File: config.mk
export PLATFORM = sky130hd
export DESIGN_NAME = ysyx_pc_gen_ras
export DESIGN_NICKNAME = d
export VERILOG_FILES = /design/src/rtl/ysyx_pc_pkg.sv /design/src/rtl/ysyx_ras.sv /design/src/rtl/ysyx_pc_gen_ras.sv
export SDC_FILE = /design/constraint.sdc
export NUM_CORES = 1
export LEC_CHECK = 0
export CAP_MARGIN = 20
export CORE_MARGIN = 1.5
export CORE_UTILIZATION = 50
export CTS_BUF_LIST = sky130_fd_sc_hd__clkbuf_4
export DETAILED_ROUTE_END_ITERATION = 16
export DONT_BUFFER_PORTS = 1
export MAX_ROUTING_LAYER = met4
export PLACE_DENSITY = 0.68
export SLEW_MARGIN = 20
export SYNTH_ARGS = -nofsm -noshare
export SYNTH_HDL_FRONTEND = slang
export SYNTH_SLANG_ARGS = --single-unit
File: constraint.sdc
create_clock -name clk -period 3.8 [get_ports clk]
set_input_delay 0.57 -clock clk [delete_from_list [all_inputs] [get_ports clk]]
set_output_delay 0.57 -clock clk [all_outputs]
set_load 0.01 [all_outputs]
File: src/rtl/ysyx_pc_pkg.sv
// Shared types for the PC generator: next-PC source encoding, FSM states
// and the default reset vector.
package ysyx_pc_pkg;

  typedef enum logic [2:0] {
    PC_SEQ  = 3'b000,
    PC_JALR = 3'b001,
    PC_JAL  = 3'b010,
    PC_BR   = 3'b100,
    PC_CSR  = 3'b101
  } pc_sel_e;

  typedef enum logic [1:0] {
    ST_RESET    = 2'd0,
    ST_OFFER    = 2'd1,
    ST_WAIT_UPD = 2'd2
  } pc_state_e;

  localparam logic [31:0] RESET_VEC_DEFAULT = 32'h8000_0000;

endpackage

File: src/rtl/ysyx_ras.sv
// Circular return-address stack: pushes overwrite the oldest entry when full,
// pops on empty are ignored, push+pop together replaces the top entry.
module ysyx_ras #(
  parameter int  XLEN      = 32,
  parameter int  RAS_DEPTH = 8,
  localparam int PTR_W     = $clog2(RAS_DEPTH)
) (
  input  logic             clk,
  input  logic             rst,
  input  logic             push,
  input  logic             pop,
  input  logic [XLEN-1:0]  push_data,
  output logic [XLEN-1:0]  top,
  output logic [PTR_W:0]   count
);

  localparam logic [PTR_W:0] FULL_COUNT = (PTR_W + 1)'(RAS_DEPTH);

  logic [XLEN-1:0]  mem_q [RAS_DEPTH];
  logic [PTR_W-1:0] ptr_q, ptr_d;
  logic [PTR_W:0]   count_q, count_d;
  logic             wr_en;
  logic [PTR_W-1:0] wr_idx;
  logic [PTR_W-1:0] top_idx;

  // NOTE: every signal assigned in always_comb gets a default first so no latch is inferred.
  always_comb begin
    ptr_d   = ptr_q;
    count_d = count_q;
    wr_en   = 1'b0;
    wr_idx  = ptr_q;
    if (push && pop && (count_q != '0)) begin
      wr_en  = 1'b1;
      wr_idx = ptr_q - 1'b1;
    end else if (push) begin
      wr_en = 1'b1;
      ptr_d = ptr_q + 1'b1;
      if (count_q != FULL_COUNT) count_d = count_q + 1'b1;
    end else if (pop && (count_q != '0)) begin
      ptr_d   = ptr_q - 1'b1;
      count_d = count_q - 1'b1;
    end
  end

  // NOTE: sequential state uses non-blocking assignments so all flops update together.
  always_ff @(posedge clk) begin
    if (rst) begin
      ptr_q   <= '0;
      count_q <= '0;
    end else begin
      ptr_q   <= ptr_d;
      count_q <= count_d;
    end
  end

  // NOTE: the storage array is deliberately not reset; count_q gates every read.
  always_ff @(posedge clk) begin
    if (wr_en) mem_q[wr_idx] <= push_data;
  end

  assign top_idx = ptr_q - 1'b1;
  assign top     = (count_q != '0) ? mem_q[top_idx] : '0;
  assign count   = count_q;

endmodule

File: src/rtl/ysyx_pc_gen_ras.sv
// Architectural PC holder: offers pc to fetch, commits one next-PC update per
// instruction, flags misaligned targets and drives the return-address stack.
module ysyx_pc_gen_ras
  import ysyx_pc_pkg::*;
#(
  parameter int              XLEN      = 32,
  parameter logic [XLEN-1:0] RESET_VEC = XLEN'(RESET_VEC_DEFAULT),
  parameter int              RAS_DEPTH = 8,
  localparam int             RAS_PTR_W = $clog2(RAS_DEPTH)
) (
  input  logic                 clk,
  input  logic                 rst,
  output logic [XLEN-1:0]      pc,
  output logic                 pc_valid,
  input  logic                 pc_ready,
  input  logic                 upd_valid,
  output logic                 upd_ready,
  input  logic [2:0]           pc_sel,
  input  logic [XLEN-1:0]      rs1_data,
  input  logic [XLEN-1:0]      imm_data,
  input  logic                 br_taken,
  input  logic [XLEN-1:0]      csr_pc,
  input  logic                 is_call,
  input  logic                 is_ret,
  output logic [XLEN-1:0]      ras_top,
  output logic [RAS_PTR_W:0]   ras_count,
  output logic                 misalign_err
);

  pc_state_e       state_q, state_d;
  logic [XLEN-1:0] pc_q, pc_d;
  logic            misalign_q, misalign_d;
  logic [XLEN-1:0] seq_pc, jalr_sum, next_pc;
  logic            commit;
  logic            ras_push, ras_pop;

  assign seq_pc   = pc_q + XLEN'(4);
  assign jalr_sum = rs1_data + imm_data;

  always_comb begin
    next_pc = seq_pc;
    case (pc_sel_e'(pc_sel))
      PC_JALR: next_pc = {jalr_sum[XLEN-1:1], 1'b0};
      PC_JAL:  next_pc = pc_q + imm_data;
      PC_BR:   next_pc = br_taken ? (pc_q + imm_data) : seq_pc;
      PC_CSR:  next_pc = csr_pc;
      default: next_pc = seq_pc;
    endcase
  end

  // Moore handshake outputs: pc_valid and upd_ready are never high together.
  always_comb begin
    state_d    = state_q;
    pc_d       = pc_q;
    misalign_d = 1'b0;
    commit     = 1'b0;
    pc_valid   = 1'b0;
    upd_ready  = 1'b0;
    case (state_q)
      ST_RESET: state_d = ST_OFFER;
      ST_OFFER: begin
        pc_valid = 1'b1;
        if (pc_ready) state_d = ST_WAIT_UPD;
      end
      ST_WAIT_UPD: begin
        upd_ready = 1'b1;
        if (upd_valid) begin
          commit     = 1'b1;
          pc_d       = next_pc;
          misalign_d = next_pc[1];
          state_d    = ST_OFFER;
        end
      end
      default: state_d = ST_RESET;
    endcase
  end

  always_ff @(posedge clk) begin
    if (rst) begin
      state_q    <= ST_RESET;
      pc_q       <= RESET_VEC;
      misalign_q <= 1'b0;
    end else begin
      state_q    <= state_d;
      pc_q       <= pc_d;
      misalign_q <= misalign_d;
    end
  end

  // Call/return hints only count on jal/jalr commits; the link is the old pc+4.
  assign ras_push = commit && is_call &&
                    ((pc_sel_e'(pc_sel) == PC_JALR) || (pc_sel_e'(pc_sel) == PC_JAL));
  assign ras_pop  = commit && is_ret && (pc_sel_e'(pc_sel) == PC_JALR);

  ysyx_ras #(
    .XLEN      (XLEN),
    .RAS_DEPTH (RAS_DEPTH)
  ) u_ras (
    .clk       (clk),
    .rst       (rst),
    .push      (ras_push),
    .pop       (ras_pop),
    .push_data (seq_pc),
    .top       (ras_top),
    .count     (ras_count)
  );

  assign pc           = pc_q;
  assign misalign_err = misalign_q;

endmodule

== Word level (Yosys, flattened, before mapping) ==
Memories as Yosys holds them, arrays and structs flattened.
Index checks and enable logic that the tools add are counted.
Widths: inputs -> output; s select.

* $add $sub $neg: 7
* Div/mod/pow operators: 0
* Bitwise operators: 3
* Shifts and indexed selects: 0
* Multiply operators: 0
* Reduce and logical (&&, ||, !) cells: 16
* Order comparisons: 0
* Multiplexer cells: 20
* Equal/unequal tests: 10

{| class="wikitable"
|+ Operator list
! kind !! count
|-
| $pmux 32 s4 || 1
|-
| $add 32x32->32 || 2
|-
| $mux 32 || 2
|-
| $add 32x3->32 const B || 1
|-
| $mux 4 || 3
|-
| $mux 3 || 3
|-
| $mux 1 || 8
|-
| $logic_and 1x1->1 || 7
|-
| $eq 3x3->1 const B || 2
|-
| $ne 2x2->1 const B || 3
|-
| $pmux 2 s3 || 1
|-
| $reduce_and 2->1 || 3
|-
| $add 4x1->4 const B || 1
|-
| $mux 2 || 2
|-
| $ne 4x4->1 const B || 1
|-
| $reduce_bool 4->1 || 1
|-
| $sub 4x1->4 const B || 1
|-
| $add 3x1->3 const B || 1
|-
| $eq 3x1->1 const B || 1
|-
| $eq 3x2->1 const B || 1
|-
| $not 1->1 || 3
|-
| $reduce_and 3->1 || 1
|-
| $reduce_or 3->1 || 1
|-
| $sub 3x1->3 const B || 1
|-
| 5 further kinds || 5
|}

* Input port bits: 106
* Memory bits (read-only): 0
* Flip-flop bits (word level): 42
* Bits in latches: 0
* Bits in writable memories: 256
* Word-level logic and storage cells: 62
* Memories kept: 1

{| class="wikitable"
|+ Memory list
! name !! depth !! bits a word !! rd ports !! clocked after memory_dff !! wr ports !! RTL line !! text
|-
| u_ras.mem_q || 8 || 32 || 1 || 0 || 1 || ysyx_ras.sv:19 || <nowiki>logic [XLEN-1:0] mem_q [RAS_DEPTH];</nowiki>
|}

== Longest topological paths before layout ==
* Depth after elaboration: 9
* Mapped depth: 12
* Depth with buffers taken out: 12

== Modules after synthesis ==
A second synthesis with hierarchy kept.

* Cells, all modules: 1289
* Area total of the unflattened synthesis: 15882.7 um^2

{| class="wikitable"
|+ By module, submodules not included
! module !! seq. area each (um^2) !! cells each !! area each (um^2) !! times used
|-
| ysyx_ras || 7827.5 || 529 || 10372.4 || 1
|-
| ysyx_pc_gen_ras || 700.7 || 760 || 5510.3 || 1
|}

== Worst setup path before layout ==
Ideal clock, no wire load.

* Kind: flip-flop to flip-flop
* Start: register u_ras.ptr_q[0]
* End: memory u_ras.mem_q[0][0], enable pin
* Slack: -0.399 ns
* Data arrival time: 3.778 ns
* Stages on the path, launching flop included: 9
* Path buffers: 4
* Setup time: 0.421 ns
* Clock period less this slack: 4.199 ns
* Path through: dfxtp_1 -> clkbuf_1 -> buf_1 -> inv_1 -> ha_1 -> clkbuf_1 -> clkbuf_1 -> a31oi_1 -> nor2_1

* Word-level cells in the longest chain between the ends: 2

{| class="wikitable"
|+ Ends and longest elaborated chain
! what !! RTL line !! text
|-
| start, declared || ysyx_ras.sv:20 || <nowiki>logic [PTR_W-1:0] ptr_q, ptr_d;</nowiki>
|-
| start signal, assigned || ysyx_ras.sv:51 || <nowiki>ptr_q <= ptr_d;</nowiki>
|-
| $sub 3x1->3 || ysyx_ras.sv:34 || <nowiki>wr_idx = ptr_q - 1'b1;</nowiki>
|-
| $mux 3 (*) || ysyx_ras.sv:32 || <nowiki>if (push && pop && (count_q != '0)) begin</nowiki>
|-
| end, declared || ysyx_ras.sv:19 ||
|}

Every way passes the cells marked *; elsewhere a longest branch is shown, timed or not.

== Final worst setup path ==
* Start: register u_ras.ptr_q[0]
* End: output ras_top[26]

* Word-level cells in the longest chain between the ends: 3

{| class="wikitable"
|+ Ends and longest elaborated chain
! what !! RTL line !! text
|-
| $sub 3x1->3 || ysyx_ras.sv:61 || <nowiki>assign top_idx = ptr_q - 1'b1;</nowiki>
|-
| $mem_v2 8x32 || n/a ||
|-
| $mux 32 || ysyx_ras.sv:62 || <nowiki>assign top = (count_q != '0) ? mem_q[top_idx] : '0;</nowiki>
|-
| end, declared || ysyx_pc_gen_ras.sv:25 || <nowiki>output logic [XLEN-1:0] ras_top,</nowiki>
|}

No other way between the ends.

==> impl_metrics.py <==
metrics = {
    "drt": {
        "wl_met1_um": 17990,
        "drt_wl_total_um": 43160,
        "routed.top_layer": "met4",
        "ant_nets": 0,
        "route.met3.wl_um": 3664,
        "drt-wirelength-per-cell_um": 23.24,
        "met2WireLength_um": 20550,
        "drtIter0Drc": 948,
        "via_per_inst": 6.286,
        "remaining_drc_errors": 0,
        "drt-pass1-iter-count": 5,
        "vias": 11670,
    },
    "clock_tree": {
        "cts_made_buffers": 73,
        "clock_latency_ns": 0.68,
        "clock_sinks": 298,
        "clockBufferDepth": 3,
        "cts_tree": "done",
        "cts_setup_buffers": 0,
        "ctsHtreeMaxLevel": 3,
        "root_buffer": "clkbuf_4",
        "path_clk_slew_ns": 0.07,
    },
    "worst_setup_path": {
        "r2r_start": "pc[3]",
        "startpoint": "u_ras.ptr_q[0]",
        "criticalPathCategory": "reg -> out",
        "timing.critical_path.to": "ras_top[26]",
        "r2r-end": "pc[26]",
        "path_max_fanout": 26,
        "cp-end-kind": "output pin",
        "regToRegSetupSlack_ns": 0.59,
        "worst-r2r-cell-count": 10,
        "critPathRequiredTime_ns": 3.23,
        "start_kind": "flip-flop",
        "cp_data_arrival_time_ns": 2.90,
    },
    "sta": {
        "clock_skew_ns": 0.03139,
        "fin_crit_sh_pct": 91.20,
        "hold_slack_ns": 0.06957,
        "rsz0062_at_grt": "no",
        "clock.fmax_mhz": 288.5,
        "drv_slew": 0,
        "final.setup.tns_ns": 0,
        "relSlewSlack_pct": 30.06,
        "setup_viol": 0,
        "period_minus_slack_ns": 3.466,
        "hold_viol": 0,
        "worst_pin_slew_ns": 1.042,
    },
    "synth": {
        "synthArstFlopShare_pct": 0,
        "synthesis.nets": 1526,
        "yosysTopAreaCell": "edfxtp_1",
        "synthTopCellsByArea": "edfxtp_1 48%, mux4_2 9.0%, dfxtp_1 5.2%",
        "ys_top_cells_by_count": "256 x edfxtp_1, 133 x nand2_1, 131 x a21oi_1",
        "ys_types": 73,
        "yosysWarnings": 0,
        "avgSynthCellArea_um2": 11.92,
        "yosys_register_bits": 298,
        "yosysMostFrequentCell": "edfxtp_1",
        "syn_area_um2": 16100,
        "syn_inst": 1351,
        "synth_top_area_share_pct": 47.74,
        "yosysSeqAreaShare_pct": 52.96,
        "synthFlopType": "edfxtp_1",
        "synth-edff-count": 256,
    },
    "die": {
        "die_x_um": 182.5,
        "core_area_um2": 31640,
        "num_io_pins": 177,
        "die_height_um": 182.5,
        "num_rows": 65,
        "dieArea_um2": 33290,
        "start_util_pct": 50.90,
    },
    "placement": {
        "gp_congestion": 0.9904,
        "place_hpwl_um": 29900,
        "dp_cells": 1732,
        "port_buffers": 0,
    },
    "final_layout": {
        "drive_gt1_share_pct": 16.92,
        "nNetsFinal": 1581,
        "post-route-util_pct": 55.93,
        "post_layout_nonfiller_instances": 1857,
        "syn_to_final_growth_pct": 9.884,
    },
    "global_route": {
        "antenna_found_initial": 1,
        "grt_pass1_vias": 11470,
        "grt-ovfl-total": 0,
        "track_usage_pct": 26.99,
        "grt_pass1_wl_um": 65950,
        "grt_max_degree": 41,
    },
    "power_and_ir_drop": {
        "cellPowerDensity_nw_per_um2": 374.8,
        "power_uw": 6632,
        "power.leakage_uw": 0.006420,
        "vdd_drop_max_uv": 166.1,
    },
    "min_path": {
        "hold_path.class": "in -> reg",
    },
    "run_status": {
        "status": "complete, no violations",
    },
    "run": {
        "max_cap_violations": 0,
    },
}
per-stage QoR:
stage / setup slack, ns / area, µm²
finish: 0.3343 / 17690
global route: 0.1297 / 17690
CTS: 0.1037 / 17680
detailed placement: 0.4460 / 16810
global placement: 0.5028 / 16810
floorplan: -0.3993 / 16110
critical path, cell delays in order (launching register included):
cell     delay (ns)
dfxtp_4        0.50
inv_1          0.17
ha_4           0.22
xnor2_2        0.52
buf_12         0.28
nand2_1        0.08
a21oi_1        0.45
cell families (layout without fill, tap and decap cells):
logic type	after synthesis	after routing	synth area share, %
and+or+nand+nor	373	373	10.91
buffers and inverters	96	199	2.331
DFF	298	298	52.96
muxes	73	73	9.518
other	0	1	0
adders and majority gates	69	69	5.501
xor gates and xnor gates	83	83	4.514
AOI/OAI and AO/OA	359	359	14.27
flip-flops by register name, summed over array words and instances, names as in the netlist:
| signal | count |
|---|---|
| u_ras.count | 4 |
| pc | 32 |
| u_ras.mem_q | 256 |
| u_ras.ptr_q | 3 |
| state_q | 2 |
| misalign_err | 1 |
placed cells by master, fill, tap and decap left out, drive strengths merged, types with 6 or more instances in the layout:
| master | count |
|---|---|
| a31o | 6 |
| a221o | 10 |
| a221oi | 29 |
| a21oi | 131 |
| and2 | 11 |
| xor2 | 32 |
| mux2i | 8 |
| nand4 | 10 |
| nand2 | 133 |
| inv | 33 |
| dfxtp | 42 |
| xnor2 | 51 |
| nand2b | 11 |
| and3 | 17 |
| a211oi | 12 |
| buf | 43 |
| clkinv | 20 |
| a31oi | 15 |
| nor2 | 101 |
| edfxtp | 256 |
| o21ai | 67 |
| a21o | 30 |
| ha | 66 |
| nor3 | 29 |
| nor2b | 7 |
| clkbuf | 102 |
| nand3 | 26 |
| mux4 | 64 |
| or3 | 6 |
| o21a | 10 |
routing by layer:
layer | global-route usage [%] | vias to the layer above
met5 | - | -
met4 | 8.496 | 0
met3 | 6.466 | 67
met2 | 42.32 | 483
met1 | 34.84 | 5742
li1 | - | 5381
power breakdown:
group / internal (µW) / switching (µW) / leakage, µW / total (µW)
clock: 1240 / 1200 / 0.000510 / 2440
combinational: 234 / 400 / 0.00316 / 634
sequential: 3530 / 24.9 / 0.00275 / 3560
layout make-up:
type,count,area (µm²)
Multi-Input combinational cell,957,7257
Clock buffer,102,765.7
Sequential cell,298,8532
Fill cell,2600,13940
Tap cell,402,503.0
Clock inverter,21,87.58
Antenna cell,1,2.502
Inverter,33,123.9
Timing Repair Buffer,43,422.9
worst min path at each step:
| stage | startpoint | to | slack [ns] | cells past startpoint |
|---|---|---|---|---|
| floorplan | u_ras.count[3] | u_ras.count[3] | 0.53 | 2 |
| global placement | u_ras.count[3] | u_ras.count[3] | 0.57 | 2 |
| detailed placement | u_ras.count[3] | u_ras.count[3] | 0.57 | 2 |
| CTS | rst | misalign_err | 0.03 | 1 |
| global route | rst | misalign_err | 0.02 | 1 |
| finish | rst | misalign_err | 0.07 | 1 |
repair_timing:
item | CTS | global route
hold endpoints to repair | 34 | 0
gates resized for setup | 0 | 1
setup endpoints to repair | 0 | 4
hold buffers | 1 | 0
Power figures use the tool's default switching activity.
